**src/rtl/seg7_scan_reader.sv**
```systemverilog
// Recovers hex digits from a multiplexed active-high 7-segment bus.
// Each position is captured once its segment/select inputs hold stable.
module seg7_scan_reader #(
    parameter int NUM_DIGITS    = 4,
    parameter int STABLE_CYCLES = 3,
    localparam int IDX_W = (NUM_DIGITS > 1) ? $clog2(NUM_DIGITS) : 1
) (
    input  logic                    clk,
    input  logic                    rst,
    input  logic [7:0]              seg_in,
    input  logic [NUM_DIGITS-1:0]   dig_sel,
    output logic [4*NUM_DIGITS-1:0] digits,
    output logic [NUM_DIGITS-1:0]   dp,
    output logic [NUM_DIGITS-1:0]   dig_valid,
    output logic [NUM_DIGITS-1:0]   dig_err,
    output logic                    upd,
    output logic [IDX_W-1:0]        upd_idx
);

    localparam int CNT_W = $clog2(STABLE_CYCLES + 1);
    localparam int SW    = 8 + NUM_DIGITS;
    localparam logic [CNT_W-1:0] CNT_TGT = CNT_W'(STABLE_CYCLES);

    typedef enum logic [1:0] {
        ST_IDLE,
        ST_COUNT,
        ST_DONE
    } state_t;

    state_t                    state_q, state_d;
    logic [CNT_W-1:0]          cnt_q, cnt_d;
    logic [SW-1:0]             held_q, held_d;
    logic [4*NUM_DIGITS-1:0]   digits_q, digits_d;
    logic [NUM_DIGITS-1:0]     dp_q, dp_d;
    logic [NUM_DIGITS-1:0]     valid_q, valid_d;
    logic [NUM_DIGITS-1:0]     err_q, err_d;
    logic                      upd_q, upd_d;
    logic [IDX_W-1:0]          idx_q, idx_d;

    logic [SW-1:0]    in_w;
    logic             onehot;
    logic             cap;
    logic [IDX_W-1:0] enc;
    logic [3:0]       dec_val;
    logic             dec_legal;
    logic             dec_blank;

    assign in_w   = {seg_in, dig_sel};
    assign onehot = (dig_sel != '0) &&
                    ((dig_sel & (dig_sel - NUM_DIGITS'(1))) == '0);

    always_comb begin
        enc = '0;
        for (int i = 0; i < NUM_DIGITS; i++) begin
            if (dig_sel[i]) enc = IDX_W'(i);
        end
    end

    // Segment pattern {a..g} back to its hex value
    always_comb begin
        dec_val   = 4'h0;
        dec_legal = 1'b1;
        dec_blank = 1'b0;
        unique case (seg_in[7:1])
            7'b1111110: dec_val = 4'h0;
            7'b0110000: dec_val = 4'h1;
            7'b1101101: dec_val = 4'h2;
            7'b1111001: dec_val = 4'h3;
            7'b0110011: dec_val = 4'h4;
            7'b1011011: dec_val = 4'h5;
            7'b1011111: dec_val = 4'h6;
            7'b1110000: dec_val = 4'h7;
            7'b1111111: dec_val = 4'h8;
            7'b1111011: dec_val = 4'h9;
            7'b1110111: dec_val = 4'hA;
            7'b0011111: dec_val = 4'hB;
            7'b1001110: dec_val = 4'hC;
            7'b0111101: dec_val = 4'hD;
            7'b1001111: dec_val = 4'hE;
            7'b1000111: dec_val = 4'hF;
            7'b0000000: dec_blank = 1'b1;
            default:    dec_legal = 1'b0;
        endcase
    end

    always_comb begin
        state_d = state_q;
        cnt_d   = cnt_q;
        held_d  = held_q;
        cap     = 1'b0;
        if (in_w != held_q) begin
            held_d = in_w;
            if (onehot) begin
                cnt_d = CNT_W'(1);
                if (STABLE_CYCLES == 1) begin
                    cap     = 1'b1;
                    state_d = ST_DONE;
                end else begin
                    state_d = ST_COUNT;
                end
            end else begin
                cnt_d   = '0;
                state_d = ST_IDLE;
            end
        end else if (state_q == ST_COUNT) begin
            cnt_d = cnt_q + CNT_W'(1);
            if (cnt_d == CNT_TGT) begin
                cap     = 1'b1;
                state_d = ST_DONE;
            end
        end
    end

    always_comb begin
        digits_d = digits_q;
        dp_d     = dp_q;
        valid_d  = valid_q;
        err_d    = err_q;
        upd_d    = cap;
        idx_d    = cap ? enc : idx_q;
        for (int i = 0; i < NUM_DIGITS; i++) begin
            if (cap && dig_sel[i]) begin
                digits_d[4*i +: 4] = dec_legal ? dec_val : 4'h0;
                dp_d[i]            = seg_in[0];
                valid_d[i]         = dec_legal && !dec_blank;
                err_d[i]           = !dec_legal;
            end
        end
    end

    always_ff @(posedge clk) begin
        if (rst) begin
            state_q  <= ST_IDLE;
            cnt_q    <= '0;
            held_q   <= '0;
            digits_q <= '0;
            dp_q     <= '0;
            valid_q  <= '0;
            err_q    <= '0;
            upd_q    <= 1'b0;
            idx_q    <= '0;
        end else begin
            state_q  <= state_d;
            cnt_q    <= cnt_d;
            held_q   <= held_d;
            digits_q <= digits_d;
            dp_q     <= dp_d;
            valid_q  <= valid_d;
            err_q    <= err_d;
            upd_q    <= upd_d;
            idx_q    <= idx_d;
        end
    end

    assign digits    = digits_q;
    assign dp        = dp_q;
    assign dig_valid = valid_q;
    assign dig_err   = err_q;
    assign upd       = upd_q;
    assign upd_idx   = idx_q;

endmodule

```
**config.mk**
```make
export PLATFORM = sky130hd
export DESIGN_NAME = seg7_scan_reader
export DESIGN_NICKNAME = d
export VERILOG_FILES = /design/src/rtl/seg7_scan_reader.sv
export SDC_FILE = /design/constraint.sdc
export NUM_CORES = 1
export LEC_CHECK = 0
export CORE_MARGIN = 1.5
export CORE_UTILIZATION = 56
export DETAILED_ROUTE_END_ITERATION = 8
export GPL_TIMING_DRIVEN = 1
export PLACE_DENSITY = 0.89
export SLEW_MARGIN = 20
export SYNTH_ARGS = -nofsm -noshare
export SYNTH_HDL_FRONTEND = slang
export SYNTH_SLANG_ARGS = --single-unit
```
**constraint.sdc**
```tcl
create_clock -name clk -period 5.7 [get_ports clk]
set_input_delay 1.71 -clock clk [delete_from_list [all_inputs] [get_ports clk]]
set_output_delay 1.71 -clock clk [all_outputs]
set_load 0.1 [all_outputs]
```
==> impl_metrics.env <==
export IMPL_status="finished clean"
export IMPL_synth_distinct_cells=55
export IMPL_place_hpwl_mm=3.68
export IMPL_hold_depth=2
export IMPL_period_needed_ns=4.06
export IMPL_synthCells=276
export IMPL_min_path_type="reg -> reg"
export IMPL_nFillCells=303
export IMPL_multi_input_area_um2=1340
export IMPL_vias_per_cell=6.13
export IMPL_n_antenna_cell=0
export IMPL_synth_warnings=0
export IMPL_min_delay_start="upd_idx[1]$_SDFFE_PP0P_"
export IMPL_hold_path_end="upd_idx[1]$_SDFFE_PP0P_"
export IMPL_cts_setup_buffers=0
export IMPL_clkLatencyLatePin_ns=0.30
export IMPL_synth_area_per_cell_um2=8.83
export IMPL_synthMuxAreaShare=0.00822
export IMPL_syn_to_final_growth_pct=21.5
export IMPL_wire_per_inst_um=16.0
export IMPL_p_switching_uw=164
export IMPL_cp_max_fo=39
export IMPL_gp_congestion=0.804
export IMPL_cts_reportedPaths_clkPinSlew_ns=0.09
export IMPL_dieArea_um2=4750
export IMPL_drive_gt1_frac=0.0662
export IMPL_synth_yosys_seq_area_share=0.386
export IMPL_hold_ws_ns=0.489
export IMPL_cpPeakStageDelay_ns=0.96
export IMPL_synth_area_top_cells="dfxtp_1 39%, a21oi_1 6.0%, a211oi_1 5.9%"
export IMPL_power_frac_seq=0.477
export IMPL_first_pass_iters=4
export IMPL_worstReg2RegStart="held_q[2]$_SDFFE_PP0N_"
export IMPL_ys_top_cells_by_count="47 x dfxtp_1, 29 x a21oi_1, 19 x a211oi_1"
export IMPL_synth_most_common_cell="dfxtp_1"
export IMPL_grtUsageTotal=0.252
export IMPL_cts_buffers=5
export IMPL_finalHoldViolations=0
export IMPL_grt_max_degree=40
export IMPL_ys_seq_elements=47
export IMPL_cts_root_buffer="clkbuf_8"
export IMPL_vias=2157
export IMPL_clockBufferDepth=2
export IMPL_post_route_period_util=0.712
export IMPL_synth_top_family_by_area="compound AO/OA/AOI/OAI gates"
export IMPL_cts_sinks=47
export IMPL_synth_edf_count=0
export IMPL_critPathBufInv=2
export IMPL_critPathCaptureType="flop"
export IMPL_io_pins=45
export IMPL_htree_levels=2
export IMPL_row_count=23
export IMPL_fp_dieW_um=69.0
export IMPL_synth_flop_cell="dfxtp_1"
export IMPL_peakVddDrop_mv=0.204
export IMPL_drt_antenna_violating_nets=0
export IMPL_cts_tree="done"
export IMPL_wirelength_mm=5.62
export IMPL_drv_cap=0
export IMPL_synth_compound_area_share=0.246
export IMPL_tightest_slew_ns=1.02
export IMPL_leakagePower_nw=0.995
export IMPL_fin_tns_setup_ns=0
export IMPL_power_density_nw_per_um2=238
export IMPL_crit_slowest_cell="clkdlybuf4s50_1"
export IMPL_grt_pass1_wl_mm=9.05
export IMPL_clock_power_share=0.413
export IMPL_io_buffer_count=44
export IMPL_rsz0062_at_grt="false"
export IMPL_setup_viol=0
export IMPL_grt_pass1_vias=1905
export IMPL_clock_skew_ns=0.00596
export IMPL_regToRegSetupSlack_ns=3.74
export IMPL_slew_violations=0
export IMPL_rr_worst_depth=6
export IMPL_core_area_um2=4090
export IMPL_r2r_end="digits[10]$_SDFFE_PP0P_"
export IMPL_worstPathRequired_ns=5.84
export IMPL_syn_num_nets=291
export IMPL_synth_adder_area_share=0.00514
export IMPL_power_frac_comb=0.110
export IMPL_ctsHoldBuffers=0
export IMPL_synth_xor_area_frac=0.0570
export IMPL_yosys_area_top_type_share=0.386
export IMPL_regArea_um2=941
export IMPL_async_reset_ff_frac=0
export IMPL_antenna_found_initial=0
export IMPL_path_cells="clkdlybuf4s50_1 > xnor2_1 > nand4_1 > nor4_4 > buf_4 > and2_1 > a211oi_1"
export IMPL_fin_nets=316
export IMPL_yosys_area_share_simple=0.229
export IMPL_fp_dieH_um=69.0
export IMPL_start_util=0.596
export IMPL_slew_limit_headroom=0.321
export IMPL_syn_cell_area_um2=2440
export IMPL_cell_internal_pwr_uw=540
export IMPL_drc=0
export IMPL_p_sw_frac=0.233
export IMPL_p_total_uw=704
export IMPL_drt_iter0_drc=126
export IMPL_cp_arrival_ns=4.20
export IMPL_crit_type="in -> reg"
export IMPL_max_freq_ghz=0.247
export IMPL_post_cts_resized=0
export IMPL_grt_ovfl_total=0
export IMPL_cp_start_kind="input pin"
export IMPL_yosys_area_top_type="dfxtp_1"
export IMPL_crit_family="buffers and inverters"
==> how the worst max path moves through the flow <==
stage                     startpoint  depth (start not counted)  slack, ns                   endpoint
after floorplan            seg_in[3]                          6       2.55  dig_valid[3]$_SDFFE_PP0P_
after global placement     seg_in[7]                          7       1.47     digits[0]$_SDFFE_PP0P_
after detailed placement   seg_in[2]                          7       1.41     digits[3]$_SDFFE_PP0P_
after CTS                  seg_in[2]                          7       1.71    digits[10]$_SDFFE_PP0P_
after global routing       seg_in[2]                          7       1.46     digits[4]$_SDFFE_PP0P_
final                      seg_in[7]                          7       1.64    digits[10]$_SDFFE_PP0P_
==> sequential cells by signal, indices dropped and copies added (netlist names) <==
signal     flops
cnt_q          2
dig_err        4
dig_valid      4
digits        16
dp             4
held_q        12
state_q        2
upd            1
upd_idx        2
==> cell usage in the layout (no fill, tap or decap), types with 5 or more instances in the layout <==
| cell | count |
|---|---|
| a31oi_1 | 5 |
| clkbuf_8 | 5 |
| nor2_1 | 13 |
| clkdlybuf4s50_1 | 44 |
| a21oi_1 | 29 |
| xnor2_1 | 14 |
| a211oi_1 | 19 |
| nand2_1 | 9 |
| and2_1 | 7 |
| nand3_1 | 10 |
| nand4_1 | 5 |
| inv_1 | 5 |
| dfxtp_1 | 47 |
| nand2b_1 | 8 |
| nor2b_1 | 12 |
==> worst min-delay path, cell delays in order, from the launching register on <==
cell and delay, ns:
dfxtp_1 0.32, nand2b_1 0.07, a21oi_1 0.06
==> final cells by class <==
cell class,count,area share
clock buffers,5,0.0233
clock inverters,3,0.0228
inverters,5,0.00634
multi-input cells,195,0.452
flip-flops and latches,47,0.318
well taps,50,0.0211
repair buffers,47,0.156
==> power by group through the flow <==
stage	Sequential, mW	Combinational, mW	Clock [mW]
after global placement	0.344	0.0748	0
after floorplan	0.343	0.0570	0
final	0.336	0.0773	0.291
after global routing	0.337	0.0847	0.305
after detailed placement	0.344	0.0760	0
after CTS	0.336	0.0765	0.292
==> stage by stage <==
step,util,cells,setup WS [ns],cell area [um2]
finish,0.724,352,1.64,2960
global route,0.724,352,1.46,2960
CTS,0.724,352,1.71,2960
detailed placement,0.691,344,1.41,2820
global placement,0.691,344,1.47,2820
floorplan,-,276,2.55,2440
==> routing by layer <==
metal	vias to the layer above	GRT usage	wire length, um
met4	0	0.0980	79
li1	1061	-	-
met2	60	0.400	2740
met5	-	0	0
met1	1029	0.342	2550
met3	7	0.0422	252
==> cells by family (layout without fill, tap and decap cells) <==
family | Yosys count | after routing
xor+xnor | 15 | 15
simple gates | 91 | 91
flops | 47 | 47
mux | 2 | 2
buf+inv | 34 | 60
fa+ha+maj | 1 | 1
compound gates | 86 | 86
No activity file was read; power rests on OpenSTA's default activity.
==> RTL edit (same flow settings) <==
Take the reset off `dp_q` and load it in a clocked block of its own.
--- a/src/rtl/seg7_scan_reader.sv
+++ b/src/rtl/seg7_scan_reader.sv
@@ -135,5 +135,4 @@
             held_q   <= '0;
             digits_q <= '0;
-            dp_q     <= '0;
             valid_q  <= '0;
             err_q    <= '0;
@@ -145,5 +144,4 @@
             held_q   <= held_d;
             digits_q <= digits_d;
-            dp_q     <= dp_d;
             valid_q  <= valid_d;
             err_q    <= err_d;
@@ -151,4 +149,8 @@
             idx_q    <= idx_d;
         end
+    end
+
+    always_ff @(posedge clk) begin
+        dp_q <= dp_d;
     end
 
Formal check against the unedited RTL: differs if rst is asserted again (counterexample within 4 cycles, from zero or initial values and one cycle with rst high); with rst held inactive, the same outputs for 10 cycles.
==> RTL edit against the unedited design <==
- first-iteration DRC count grew 32%
- setup slack improved by 0.10 ns
- routed wire length shrank 19%
- utilization decreased by 0.41 points
- area after synthesis fell by 13%
- total power decreased by 16%
- sequential cell count is the same
- die area decreased by 13%
- final area is 12% lower
- critical endpoint is now dig_valid[0]$_SDFFE_PP0P_
==> RTL edit: results (changes against the unedited design) <==
| Metric | Value |
|---|---|
| Post-Syn Nets | `254 (was 291)` |
| Placer's final routability congestion estimate | `0.831 (was 0.804)` |
| EDFF count, synth | `4 (was 0)` |
| DRT met1 WL | `2120 um (was 2550 um)` |
| Average via count per standard cell | `5.69 (was 6.13)` |
| Leak | `0.000880 uW (was 0.000995 uW)` |
| Maximum ir drop on the vdd rail | `0.000163 V (was 0.000204 V)` |
| Mean Syn Cell Area | `8.84 um^2 (was 8.83 um^2)` |
| Critical path's top delay family | `simple AND/OR/NAND/NOR gates (was buffers and inverters)` |
| Sum of met3 wire segment lengths after detailed routing | `255 um (was 252 um)` |
| Reg2reg setup slack | `3.67 ns (was 3.74 ns)` |
| Longest individual stage delay on the worst path | `0.72 ns (was 0.96 ns)` |
| Number of placed cells counting well taps | `316 (was 344)` |
| Total Routing Usage GR | `0.238 (was 0.252)` |
| Wire length of the first global-routing pass | `7640 um (was 9050 um)` |
| Endpoint of the most critical setup path | `dig_valid[0]$_SDFFE_PP0P_ (was digits[10]$_SDFFE_PP0P_)` |
| Fraction of the yosys area taken by sequential cells | `0.464 (was 0.386)` |
| Number of library cell types mapped by synthesis | `45 (was 55)` |
| Total Nets Final | `290 (was 316)` |
| Post-detailed-routing wire length | `4560 um (was 5620 um)` |
| Endpoint with the worst hold slack | `digits[3]$_SDFFE_PP0P_ (was upd_idx[1]$_SDFFE_PP0P_)` |
| Placed wire-length estimate after detailed placement | `3200 um (was 3680 um)` |
| Critical register-to-register path endpoint | `digits[14]$_SDFFE_PP0P_ (was digits[10]$_SDFFE_PP0P_)` |
| Area fraction in compound gates after synthesis | `0.165 (was 0.246)` |
| Worst Tran Pin Value | `0.983 ns (was 1.02 ns)` |
| Post-synthesis mux area share | `0 (was 0.00822)` |
| Xor/xnor share of the synthesized area | `0.0581 (was 0.0570)` |
| Maximum number of pins on one net before global-route repair | `47 (was 40)` |
| Depth of the worst register-to-register path | `7 (was 6)` |
| Beginning of the worst register-to-register path | `state_q[1]$_SDFFE_PP0P_ (was held_q[2]$_SDFFE_PP0N_)` |
| Outcome | `finished clean (unchanged)` |
RTL edit: cell count changes after synthesis, sizes merged, moves of 5 or more:
cell,before,now
a211oi,20,10
a21oi,29,14
and2,7,0
buf,18,8
nand2,9,28
nand3,10,5
nand3b,3,9
nor2,13,25
o31ai,3,10
RTL edit: logic make-up (layout without fill, tap and decap cells):
kind of cell	after synthesis	after routing
flops	47	47
buf+inv	22	59
simple gates	101	101
compound gates	54	54
xor+xnor	14	14
fa+ha+maj	1	1
RTL edit: metal layers:
layer	GRT usage	up-vias
met4	0.0878	0
li1	-	906
met2	0.359	69
met3	0.0590	8
met5	0	-
met1	0.331	859
RTL edit: area by class of cell:
type	count	area, um^2
Clock buffer	7	76.3
Inverter	6	23.8
Clock inverter	1	5.00
Sequential cell	47	981
Multi-Input combinational cell	170	1020
Tap cell	48	60.1
Fill cell	297	1020
Timing Repair Buffer	45	448
RTL edit: tightest hold or removal path: stages (launching register included):
cell	delay, ns
sky130_fd_sc_hd__dfxtp_1	0.32
sky130_fd_sc_hd__nand2_1	0.05
sky130_fd_sc_hd__a21oi_1	0.05
RTL edit: stage by stage:
step / total power [uW] / setup WS, ns / hold slack (ns)
2_1_floorplan: 392 / 2.46 / 0.430
3_3_place_gp: 407 / 1.54 / 0.443
3_5_place_dp: 408 / 1.49 / 0.449
4_1_cts: 594 / 1.80 / 0.459
5_1_grt: 616 / 1.51 / 0.488
6_report: 591 / 1.75 / 0.459
RTL edit: report_power, final:
group / internal (uW) / switching [uW] / leakage (uW) / total, uW
Combinational: 26.6 / 34.8 / 0.000452 / 61.5
Sequential: 338 / 2.39 / 0.000386 / 340
Clock: 86.1 / 104 / 0.0000422 / 190
Total: 451 / 141 / 0.000880 / 591
